[src/rtl/zoom_pkg.sv]
// rtl/zoom_pkg.sv - shared types and constants for the zoom line read scheduler
//
// Contents:
//   state_t        scheduler FSM state encoding
//   DEF_*          default widths (pixel, line counter, phase fraction)
//   PHASE_ONE      1.0 in phase-accumulator units for the default PHASE_W
//   phase_one()    1.0 in phase-accumulator units for an arbitrary PHASE_W
package zoom_pkg;

    localparam int DEF_DATA_W  = 24;
    localparam int DEF_LINE_W  = 12;
    localparam int DEF_PHASE_W = 16;

    localparam int PHASE_ONE = 1 << DEF_PHASE_W;

    typedef enum logic [1:0] {
        ST_IDLE   = 2'd0,
        ST_PRIME  = 2'd1,
        ST_ACTIVE = 2'd2,
        ST_FLUSH  = 2'd3
    } state_t;

    function automatic int phase_one(input int phase_w);
        return 1 << phase_w;
    endfunction

endpackage

[src/rtl/zoom_hdmi_rd_sched_if.sv]
// rtl/zoom_hdmi_rd_sched_if.sv - FWFT FIFO read-port bundle between FIFO and scheduler
//
// Signals:
//   fifo_rd_en    pop request from the scheduler
//   fifo_rd_vld   FIFO head is valid; a pop happens on fifo_rd_en & fifo_rd_vld
//   fifo_rd_data  FIFO head data (first-word-fall-through)
// Modports:
//   master  scheduler side (drives fifo_rd_en)
//   slave   FIFO side (drives fifo_rd_vld / fifo_rd_data)
interface zoom_hdmi_rd_sched_if
    import zoom_pkg::*;
#(
    parameter int DATA_W = DEF_DATA_W
);

    logic              fifo_rd_en;
    logic              fifo_rd_vld;
    logic [DATA_W-1:0] fifo_rd_data;

    modport master (
        output fifo_rd_en,
        input  fifo_rd_vld,
        input  fifo_rd_data
    );

    modport slave (
        input  fifo_rd_en,
        output fifo_rd_vld,
        output fifo_rd_data
    );

endinterface

[src/rtl/zoom_phase_acc.sv]
// rtl/zoom_phase_acc.sv - fractional phase accumulator for nearest-neighbour upscaling
//
// Ports:
//   rd_clk, rd_rst  clock, asynchronous active-high reset
//   clr             zero the accumulator (start of line)
//   advance         one output pixel is being produced this cycle
//   step            phase increment, PHASE_W fractional bits plus the integer bit
//   carry           the phase crossed an integer boundary this cycle:
//                   the next output pixel needs the next source pixel
module zoom_phase_acc
    import zoom_pkg::*;
#(
    parameter int PHASE_W = DEF_PHASE_W
) (
    input  logic             rd_clk,
    input  logic             rd_rst,
    input  logic             clr,
    input  logic             advance,
    input  logic [PHASE_W:0] step,
    output logic             carry
);

    logic [PHASE_W-1:0] acc;
    logic [PHASE_W:0]   sum;

    // step never exceeds 1.0, so one extra bit holds the whole sum and at
    // most one source pixel is consumed per output pixel.
    assign sum   = {1'b0, acc} + step;
    assign carry = advance & sum[PHASE_W];

    always_ff @(posedge rd_clk or posedge rd_rst) begin
        if (rd_rst) begin
            acc <= '0;
        end else if (clr) begin
            acc <= '0;
        end else if (advance) begin
            acc <= sum[PHASE_W-1:0];
        end
    end

endmodule

[src/rtl/zoom_hdmi_rd_sched.sv]
// rtl/zoom_hdmi_rd_sched.sv - HDMI-side read scheduler for the zoom line FIFO
//
// Ports:
//   rd_clk, rd_rst                  FIFO read clock, asynchronous active-high reset
//   cfg_src_width / cfg_out_width   source / output pixels per line (latched at line_start)
//   cfg_step                        phase increment, 2^PHASE_W * src / out
//   line_start                      one-cycle pulse at the start of each active line
//   de_req                          one output pixel requested per asserted cycle
//   fifo                            FWFT FIFO read port (master side)
//   pix_data, pix_vld               registered output pixel, one cycle after de_req
//   line_done                       one-cycle pulse when the line is retired
//   err_clr                         clears the sticky flags
//   underflow                       sticky: a needed pop found the FIFO empty, or
//                                   de_req arrived outside an active line
//   line_err                        sticky: line_start arrived while a line was in flight
module zoom_hdmi_rd_sched
    import zoom_pkg::*;
#(
    parameter int DATA_W  = DEF_DATA_W,
    parameter int LINE_W  = DEF_LINE_W,
    parameter int PHASE_W = DEF_PHASE_W
) (
    input  logic                rd_clk,
    input  logic                rd_rst,
    input  logic [LINE_W-1:0]   cfg_src_width,
    input  logic [LINE_W-1:0]   cfg_out_width,
    input  logic [PHASE_W:0]    cfg_step,
    input  logic                line_start,
    input  logic                de_req,
    zoom_hdmi_rd_sched_if.master fifo,
    output logic [DATA_W-1:0]   pix_data,
    output logic                pix_vld,
    output logic                line_done,
    input  logic                err_clr,
    output logic                underflow,
    output logic                line_err
);

    state_t              state;
    state_t              state_nxt;

    logic [LINE_W-1:0]   src_w;
    logic [LINE_W-1:0]   out_w;
    logic [PHASE_W:0]    step_r;
    logic [LINE_W-1:0]   src_cnt;
    logic [LINE_W-1:0]   out_cnt;
    logic [DATA_W-1:0]   hold;

    logic                rd_en;
    logic                pop;
    logic                advance;
    logic                carry;
    logic                src_more;
    logic                acc_clr;
    logic                uf_evt;
    logic                le_evt;

    assign advance  = (state == ST_ACTIVE) && de_req;
    assign src_more = (src_cnt < src_w);
    assign acc_clr  = (state == ST_IDLE) && line_start;
    assign pop      = rd_en && fifo.fifo_rd_vld;

    assign fifo.fifo_rd_en = rd_en;

    zoom_phase_acc #(
        .PHASE_W (PHASE_W)
    ) u_phase_acc (
        .rd_clk  (rd_clk),
        .rd_rst  (rd_rst),
        .clr     (acc_clr),
        .advance (advance),
        .step    (step_r),
        .carry   (carry)
    );

    always_ff @(posedge rd_clk or posedge rd_rst) begin
        if (rd_rst) begin
            state <= ST_IDLE;
        end else begin
            state <= state_nxt;
        end
    end

    // rd_en is derived only from state and our own counters so it never
    // forms a combinational loop with the FIFO's valid logic.
    always_comb begin
        state_nxt = state;
        rd_en     = 1'b0;
        case (state)
            ST_IDLE: begin
                if (line_start) begin
                    state_nxt = ST_PRIME;
                end
            end
            ST_PRIME: begin
                rd_en = 1'b1;
                if (fifo.fifo_rd_vld) begin
                    state_nxt = ST_ACTIVE;
                end
            end
            ST_ACTIVE: begin
                if (de_req) begin
                    // Once the whole source line is consumed the carry is
                    // clamped and the last source pixel simply repeats.
                    rd_en = carry && src_more;
                    if ((out_cnt + LINE_W'(1)) == out_w) begin
                        state_nxt = ST_FLUSH;
                    end
                end
            end
            ST_FLUSH: begin
                // Drain whatever the line did not consume so the next
                // line_start finds that line's first pixel at the FIFO head.
                if (src_more) begin
                    rd_en = 1'b1;
                end else begin
                    state_nxt = ST_IDLE;
                end
            end
            default: begin
                state_nxt = ST_IDLE;
            end
        endcase
    end

    // A missed pop is not retried: hold keeps its pixel and src_cnt does not
    // advance, so FLUSH later drains the pixel that was skipped.
    assign uf_evt = (advance && carry && src_more && !fifo.fifo_rd_vld) ||
                    (de_req && (state != ST_ACTIVE));
    assign le_evt = line_start && (state != ST_IDLE);

    always_ff @(posedge rd_clk or posedge rd_rst) begin
        if (rd_rst) begin
            src_w     <= '0;
            out_w     <= '0;
            step_r    <= '0;
            src_cnt   <= '0;
            out_cnt   <= '0;
            hold      <= '0;
            pix_data  <= '0;
            pix_vld   <= 1'b0;
            line_done <= 1'b0;
            underflow <= 1'b0;
            line_err  <= 1'b0;
        end else begin
            pix_vld   <= advance;
            line_done <= (state == ST_FLUSH) && !src_more;
            // A new error in the same cycle as err_clr keeps the flag set.
            underflow <= uf_evt || (underflow && !err_clr);
            line_err  <= le_evt || (line_err && !err_clr);

            if (advance) begin
                pix_data <= hold;
            end

            case (state)
                ST_IDLE: begin
                    if (line_start) begin
                        src_w   <= cfg_src_width;
                        out_w   <= cfg_out_width;
                        step_r  <= cfg_step;
                        src_cnt <= '0;
                        out_cnt <= '0;
                    end
                end
                ST_PRIME: begin
                    if (pop) begin
                        hold    <= fifo.fifo_rd_data;
                        src_cnt <= LINE_W'(1);
                    end
                end
                ST_ACTIVE: begin
                    if (advance) begin
                        out_cnt <= out_cnt + LINE_W'(1);
                    end
                    if (pop) begin
                        hold    <= fifo.fifo_rd_data;
                        src_cnt <= src_cnt + LINE_W'(1);
                    end
                end
                ST_FLUSH: begin
                    if (pop) begin
                        src_cnt <= src_cnt + LINE_W'(1);
                    end
                end
                default: begin
                end
            endcase
        end
    end

endmodule

[src/flat_wrapper.sv]
// flat-port wrapper written by rule: the top's interface ports become plain ports
module zoom_hdmi_rd_sched_flat import zoom_pkg::*;
#(
    parameter int DATA_W  = DEF_DATA_W,
    parameter int LINE_W  = DEF_LINE_W,
    parameter int PHASE_W = DEF_PHASE_W
)
  (rd_clk, rd_rst, cfg_src_width, cfg_out_width, cfg_step, line_start, de_req, pix_data, pix_vld, line_done, err_clr, underflow, line_err, fifo_fifo_rd_en, fifo_fifo_rd_vld, fifo_fifo_rd_data);
  zoom_hdmi_rd_sched_if #(.DATA_W(DATA_W)) fifo_i ();
  input  logic rd_clk;
  input  logic rd_rst;
  input  logic [LINE_W-1:0] cfg_src_width;
  input  logic [LINE_W-1:0] cfg_out_width;
  input  logic [PHASE_W:0] cfg_step;
  input  logic line_start;
  input  logic de_req;
  output logic [DATA_W-1:0] pix_data;
  output logic pix_vld;
  output logic line_done;
  input  logic err_clr;
  output logic underflow;
  output logic line_err;
  output wire logic [$bits(fifo_i.fifo_rd_en)-1:0] fifo_fifo_rd_en;
  input wire logic [$bits(fifo_i.fifo_rd_vld)-1:0] fifo_fifo_rd_vld;
  input wire logic [$bits(fifo_i.fifo_rd_data)-1:0] fifo_fifo_rd_data;
  assign fifo_fifo_rd_en = fifo_i.fifo_rd_en;
  assign fifo_i.fifo_rd_vld = fifo_fifo_rd_vld;
  assign fifo_i.fifo_rd_data = fifo_fifo_rd_data;
  zoom_hdmi_rd_sched #(.DATA_W(DATA_W), .LINE_W(LINE_W), .PHASE_W(PHASE_W)) u_core (.rd_clk(rd_clk), .rd_rst(rd_rst), .cfg_src_width(cfg_src_width), .cfg_out_width(cfg_out_width), .cfg_step(cfg_step), .line_start(line_start), .de_req(de_req), .fifo(fifo_i), .pix_data(pix_data), .pix_vld(pix_vld), .line_done(line_done), .err_clr(err_clr), .underflow(underflow), .line_err(line_err));
endmodule
[config.mk]
export PLATFORM = sky130hd
export DESIGN_NAME = zoom_hdmi_rd_sched_flat
export DESIGN_NICKNAME = d
export VERILOG_FILES = /design/src/rtl/zoom_pkg.sv /design/src/rtl/zoom_hdmi_rd_sched_if.sv /design/src/rtl/zoom_phase_acc.sv /design/src/rtl/zoom_hdmi_rd_sched.sv /design/src/flat_wrapper.sv
export SDC_FILE = /design/constraint.sdc
export NUM_CORES = 1
export LEC_CHECK = 0
export CAP_MARGIN = 0
export CORE_ASPECT_RATIO = 1.4
export CORE_UTILIZATION = 55
export CTS_CLUSTER_DIAMETER = 80
export CTS_CLUSTER_SIZE = 12
export DETAILED_ROUTE_END_ITERATION = 7
export PLACE_DENSITY = 0.86
export SLEW_MARGIN = 40
export SYNTH_ARGS = -nofsm -noshare
export SYNTH_HDL_FRONTEND = slang
export SYNTH_HIERARCHICAL = 1
export SYNTH_SLANG_ARGS = --single-unit
[constraint.sdc]
create_clock -name rd_clk -period 6.82 [get_ports rd_clk]
set_input_delay 1.364 -clock rd_clk [delete_from_list [all_inputs] [get_ports rd_clk]]
set_output_delay 1.364 -clock rd_clk [all_outputs]
set_load 0.01 [all_outputs]
* Word level (Yosys, flattened, before mapping)
Index checks and enable logic that the tools add are counted.
** Word-level totals
- Register bits :: 135
- Input bits :: 71
- Output and inout bits :: 29
- Word-level logic and storage cells :: 77
** Cells by class
- Add/subtract/negate cells :: 3
- Order comparisons :: 1
- Equal/unequal tests :: 13
- Multiplexer cells :: 17
- Bitwise operators :: 1
- Reductions and logical operators :: 29
** Operators by type and width (number)
- $mux 12 :: 4
- $pmux 12 s3 :: 1
- $mux 16 :: 2
- $add 12x1->12 const B :: 2
- $pmux 12 s2 :: 1
- $add 16x17->17 :: 1
- $eq 12x12->1 :: 1
- $logic_and 1x1->1 :: 12
- $lt 12x12->1 :: 1
- $ne 2x2->1 const B :: 6
- $mux 2 :: 5
- $pmux 2 s4 :: 1
- $ne 2x1->1 const B :: 3
- $reduce_and 3->1 :: 2
- $reduce_bool 2->1 :: 3
- $reduce_and 5->1 :: 1
- $eq 2x2->1 const B :: 2
- $reduce_and 2->1 :: 2
- $reduce_or 2->1 :: 2
- $logic_not 1->1 :: 3
- $logic_or 1x1->1 :: 3
- $pmux 1 s3 :: 1
- $eq 2x1->1 const B :: 1
- $logic_not 2->1 :: 1
- other kinds (2) :: 3

* Logic depth before layout (Yosys ltp)
- Depth in word-level cells :: 9
- Depth in mapped cells :: 15
- Depth with buffers taken out :: 14

* Modules after synthesis
The synthesis kept the hierarchy.
** By module, submodules not included
- zoom_hdmi_rd_sched :: times used 1, cells each 489, area an instance 5622.9 um^2, sequential area each 2977.9 um^2
- zoom_phase_acc :: times used 1, cells each 181, area an instance 1534.0 um^2, sequential area each 400.4 um^2

* Least setup slack after synthesis
OpenSTA, ideal clock, no wires.
- Path type :: in2out
- Start :: in de_req
- End :: out fifo_fifo_rd_en
- Data arrival time :: 3005 ps
- Required time :: 5456 ps
- Setup slack :: 2451 ps
- Stages :: 10
- Buffers on the path :: 2
- Cell sequence :: nand2_1 -> inv_1 -> clkbuf_1 -> clkbuf_1 -> nand2_1 -> mux2i_1 -> a31o_2 -> nand2_1 -> nor4_1 -> a21o_1
** On the way
- Cells in the longest elaborated chain, start to end :: 5
** Ends and longest elaborated chain
- from (decl) :: line flat_wrapper.sv:16 : input logic de_req;
- $logic_and 1x1->1 :: line zoom_hdmi_rd_sched.sv:58 : assign advance = (state == ST_ACTIVE) && de_req;
- named net u_core.advance :: line zoom_hdmi_rd_sched.sv:51 : logic advance;
- $and 1x1->1 :: line zoom_phase_acc.sv:29 : assign carry = advance & sum[PHASE_W];
- named net u_core.carry :: line zoom_hdmi_rd_sched.sv:52 : logic carry;
- $logic_and 1x1->1 :: line zoom_hdmi_rd_sched.sv:105 : rd_en = carry && src_more;
- $mux 1 :: line zoom_hdmi_rd_sched.sv:102 : if (de_req) begin
- $pmux 1 s3 :: line zoom_hdmi_rd_sched.sv:89 : case (state)
- to (decl) :: line flat_wrapper.sv:23 : output wire logic [$bits(fifo_i.fifo_rd_en)-1:0] fifo_fifo_rd_en;
The timed path passes the listed nets, and every way through them passes these cells.

* Worst setup path after layout
Ends and elaborated chain as after synthesis.

==> flow_summary.yaml <==
worst_setup_path:
  worstSetupEndpoint: "fifo_fifo_rd_en"
  end_kind: "primary output"
  worst_setup_path_start_kind: "input pin"
  worst_ep_required_time_ps: 5460
  timing_worst_setup_path_type: "input pin to primary output"
  r2r-end: "u_core/hold[6]"
  crit_path_max_fanout: 26
  crit-reg2reg-launch: "u_core/step_r[0]"
  worst-r2r-cell-count: 14
  cp_data_arrival_time_ps: 4350
  r2r_setup_slack_ps: 2300
  crit_start: "de_req"
min_path:
  min-delay-start: "u_core/hold[9]"
  worst_hold_path.num_cells: 1
  timing.hold.worst.class: "flop to flop"
logic_synthesis:
  synth_top_family_by_area: "multiplexers"
  synth-compound-area-share_pct: 12.9
  postSynthNetCount: 775
  postSynthRegisterBits: 135
  synth-simple-area-share_pct: 13.3
  count_of_synthesis_stage_warnings_from_yosys: 6
  synth_ff_type: "dfrtp_1"
  synthesis.area_um2: 7160
  synth_fa_ha_area_share_pct: 6.05
  synthCells: 670
  synth.mux.area_fraction_pct: 14.4
  synth_seq_area_share_pct: 47.2
  synth.distinct_cells: 64
  edff_count_synth: 0
  syn-mean-instance-area_um2: 10.7
  synth-xor-area-share_pct: 2.57
  synth_async_sr_flop_share_pct: 100
die:
  rows: 48
  die_height_um: 137
  core-area_um2: 12500
  fp.dieArea_um2: 13500
  die_w_um: 98.4
  boundaryPins: 100
  starting_density_of_the_core_pct: 57.3
clock_network:
  clock_path_buffers: 2
  clock_latency_ps: 420
  holdBufCountCts: 0
  tritoncts: "done"
  clock_tree.root_cell: "clkbuf_16"
  cts.reportedPaths.clkPinSlew_ps: 60
  numCtsBuffers: 17
  cts_resizes: 0
  cts.sink_count: 135
  post_cts_setup_buffers: 0
  cts.htree.levels: 4
sta:
  timing.fmax_mhz: 175
  finalWorstPathRequiredPeriod_ps: 5710
  finalSetupTns_ps: 0
  fin_skew_ps: 8.65
  hold_ws_ps: 501
  unrepaired_setup_endpoints_after_global_routing: "false"
  relSlewSlack_pct: 51.3
  post-route-period-util_pct: 83.8
  report.final.setup_viol: 0
  pin_slew_with_the_least_headroom_to_its_limit_ps: 728
  final_max_tran_viols: 0
  finalHoldViolCount: 0
grt:
  global_route.usage.total_pct: 25.9
  global_route_wire_length_before_repair_mm: 27.4
  first_global_vias: 5934
  grt_antenna_before_repair: 0
  globalRouteOverflowTotal: 0
  largest_net_degree_at_the_start_of_global_routing: 67
placed_design:
  gp_congestion: 0.928
  detailed_place_hpwl_mm: 11.6
  placed_area_um2: 8250
  io_buffers: 99
power:
  power_leakage_nw: 3.87
  power.density_cell_area_nw_per_um2: 451
  max-vdd-ir-drop_v: 0.000262
flow_run:
  cap_violations: 0
detailed_routing:
  num_vias: 5629
  drt_first_iter_violations: 362
  wl_per_cell_um: 17.8
  detailedRoute.firstPassIterationCount: 8
  drt_drc_violations_left: 8
  route.detailed.vias_per_inst: 6.09
  ant_nets: 0
  wl_mm: 16.4
outcome:
  failed_checks: "design-rule violations"
  outcome: "complete, but fails checks"
cells_and_area:
  fill_cells: 887
  design.final.nets: 866
  diodes: 0
  post-route-cell-area_um2: 8790
  syn2layout_area_growth_pct: 22.8
  final_layout_size_suffix_gt1_share_pct: 17.1
-- worst min path at each step --
stage | end | slack [ps]
global route | u_core/hold[21] | 510
CTS | u_core/u_phase_acc/acc[10] | 500
detailed placement | u_core/u_phase_acc/acc[10] | 480
global placement | u_core/src_cnt[11] | 470
floorplan | u_core/u_phase_acc/acc[10] | 450
finish | u_core/hold[9] | 500
-- state kept, by name (all words and copies together) (netlist names), 2 cells and up --
name                    cells
u_core/pix_data            24
u_core/state                2
u_core/src_w               12
u_core/out_cnt             12
u_core/step_r              17
u_core/hold                24
u_core/out_w               12
u_core/src_cnt             12
u_core/u_phase_acc/acc     16
-- power by group --
group / internal [W] / switching (W)
Clock: 0.000468 / 0.000350
Combinational: 0.000874 / 0.000928
Sequential: 0.00113 / 0.000214
-- cells in the final DEF, fill, tap and decap left out, drive strengths merged, types with 7 or more instances in the layout --
master	count
dfrtp	135
xnor2	9
nand4	11
and3	10
nor3	12
nand2b	12
nand2	48
mux2	80
o21ai	42
a31oi	22
clkbuf	19
or3	8
a21oi	21
o211ai	7
clkdlybuf4s50	99
nand3	16
inv	35
mux2i	13
nor2	39
a21o	9
ha	33
xor2	12
-- kinds of logic (layout without fill, tap and decap cells) --
family          count (synthesis)  after routing
simple gates                  184            184
compound gates                140            140
flops                         135            135
mux                            93             93
buf+inv                        63            167
fa+ha+maj                      34             34
xor+xnor                       21             21
-- through the flow --
| step | util (%) | std cells | setup slack (ps) | power (W) |
|---|---|---|---|---|
| 5_1_grt | 70.4 | 924 | 888 | 0.00423 |
| 2_1_floorplan | - | 670 | 2300 | 0.00257 |
| 4_1_cts | 70.3 | 924 | 1140 | 0.00397 |
| 3_5_place_dp | 66.1 | 892 | 1150 | 0.00312 |
| 3_3_place_gp | 65.9 | 891 | 1300 | 0.00300 |
| 6_report | 70.4 | 924 | 1110 | 0.00397 |
-- worst max-delay path, cell delays in order --
cell and delay (ps):
clkdlybuf4s50_1 560, nand2_1 80, buf_4 260, inv_1 140
buf_4 320, nand2_1 90, mux2i_1 270, a31o_2 220
nand2_1 50, nor4_1 330, a21o_1 130, clkdlybuf4s50_1 540
-- cells in the mapped netlist, drive strengths merged, types with 4 or more instances --
master  number  area share (%)
nand4       11            0.96
a31oi       22             1.9
xor2        12             1.5
clkbuf      23             1.2
nor4         5            0.44
o211ai       7            0.73
nand3       16             1.1
a211oi       5            0.59
dfrtp      135              47
xnor2        9             1.1
mux2        80              13
nor2b        6            0.52
o21ai       42             2.9
inv         31             1.6
nand2       48             2.7
nor3        12            0.84
o31ai        4            0.42
buf          9            0.68
or3          8            0.70
nor2        39             2.0
a21o         9            0.96
ha          33             5.8
and3        10            0.87
a21oi       21             1.6
mux2i       13             1.8
nand2b      12             1.0
o21a         6            0.63
-- layout make-up --
type | instances | area, µm² | share of cell area (%)
clock buffer | 19 | 433 | 4.92
clock inverter | 13 | 98.8 | 1.12
inverter | 31 | 119 | 1.35
multi-input combinational | 472 | 3540 | 40.3
sequential | 135 | 3380 | 38.4
tap | 150 | 188 | 2.13
timing repair buffer | 104 | 1030 | 11.7
-- layer usage --
metal | up-vias | global-route usage (%) | routed length, µm
met5 | - | 0 | 0
met4 | 0 | 12.9 | 473
met3 | 45 | 7.00 | 1170
met2 | 227 | 46.8 | 8630
met1 | 2745 | 27.9 | 6130
li1 | 2612 | - | -
(Power assumes the default switching activity.)
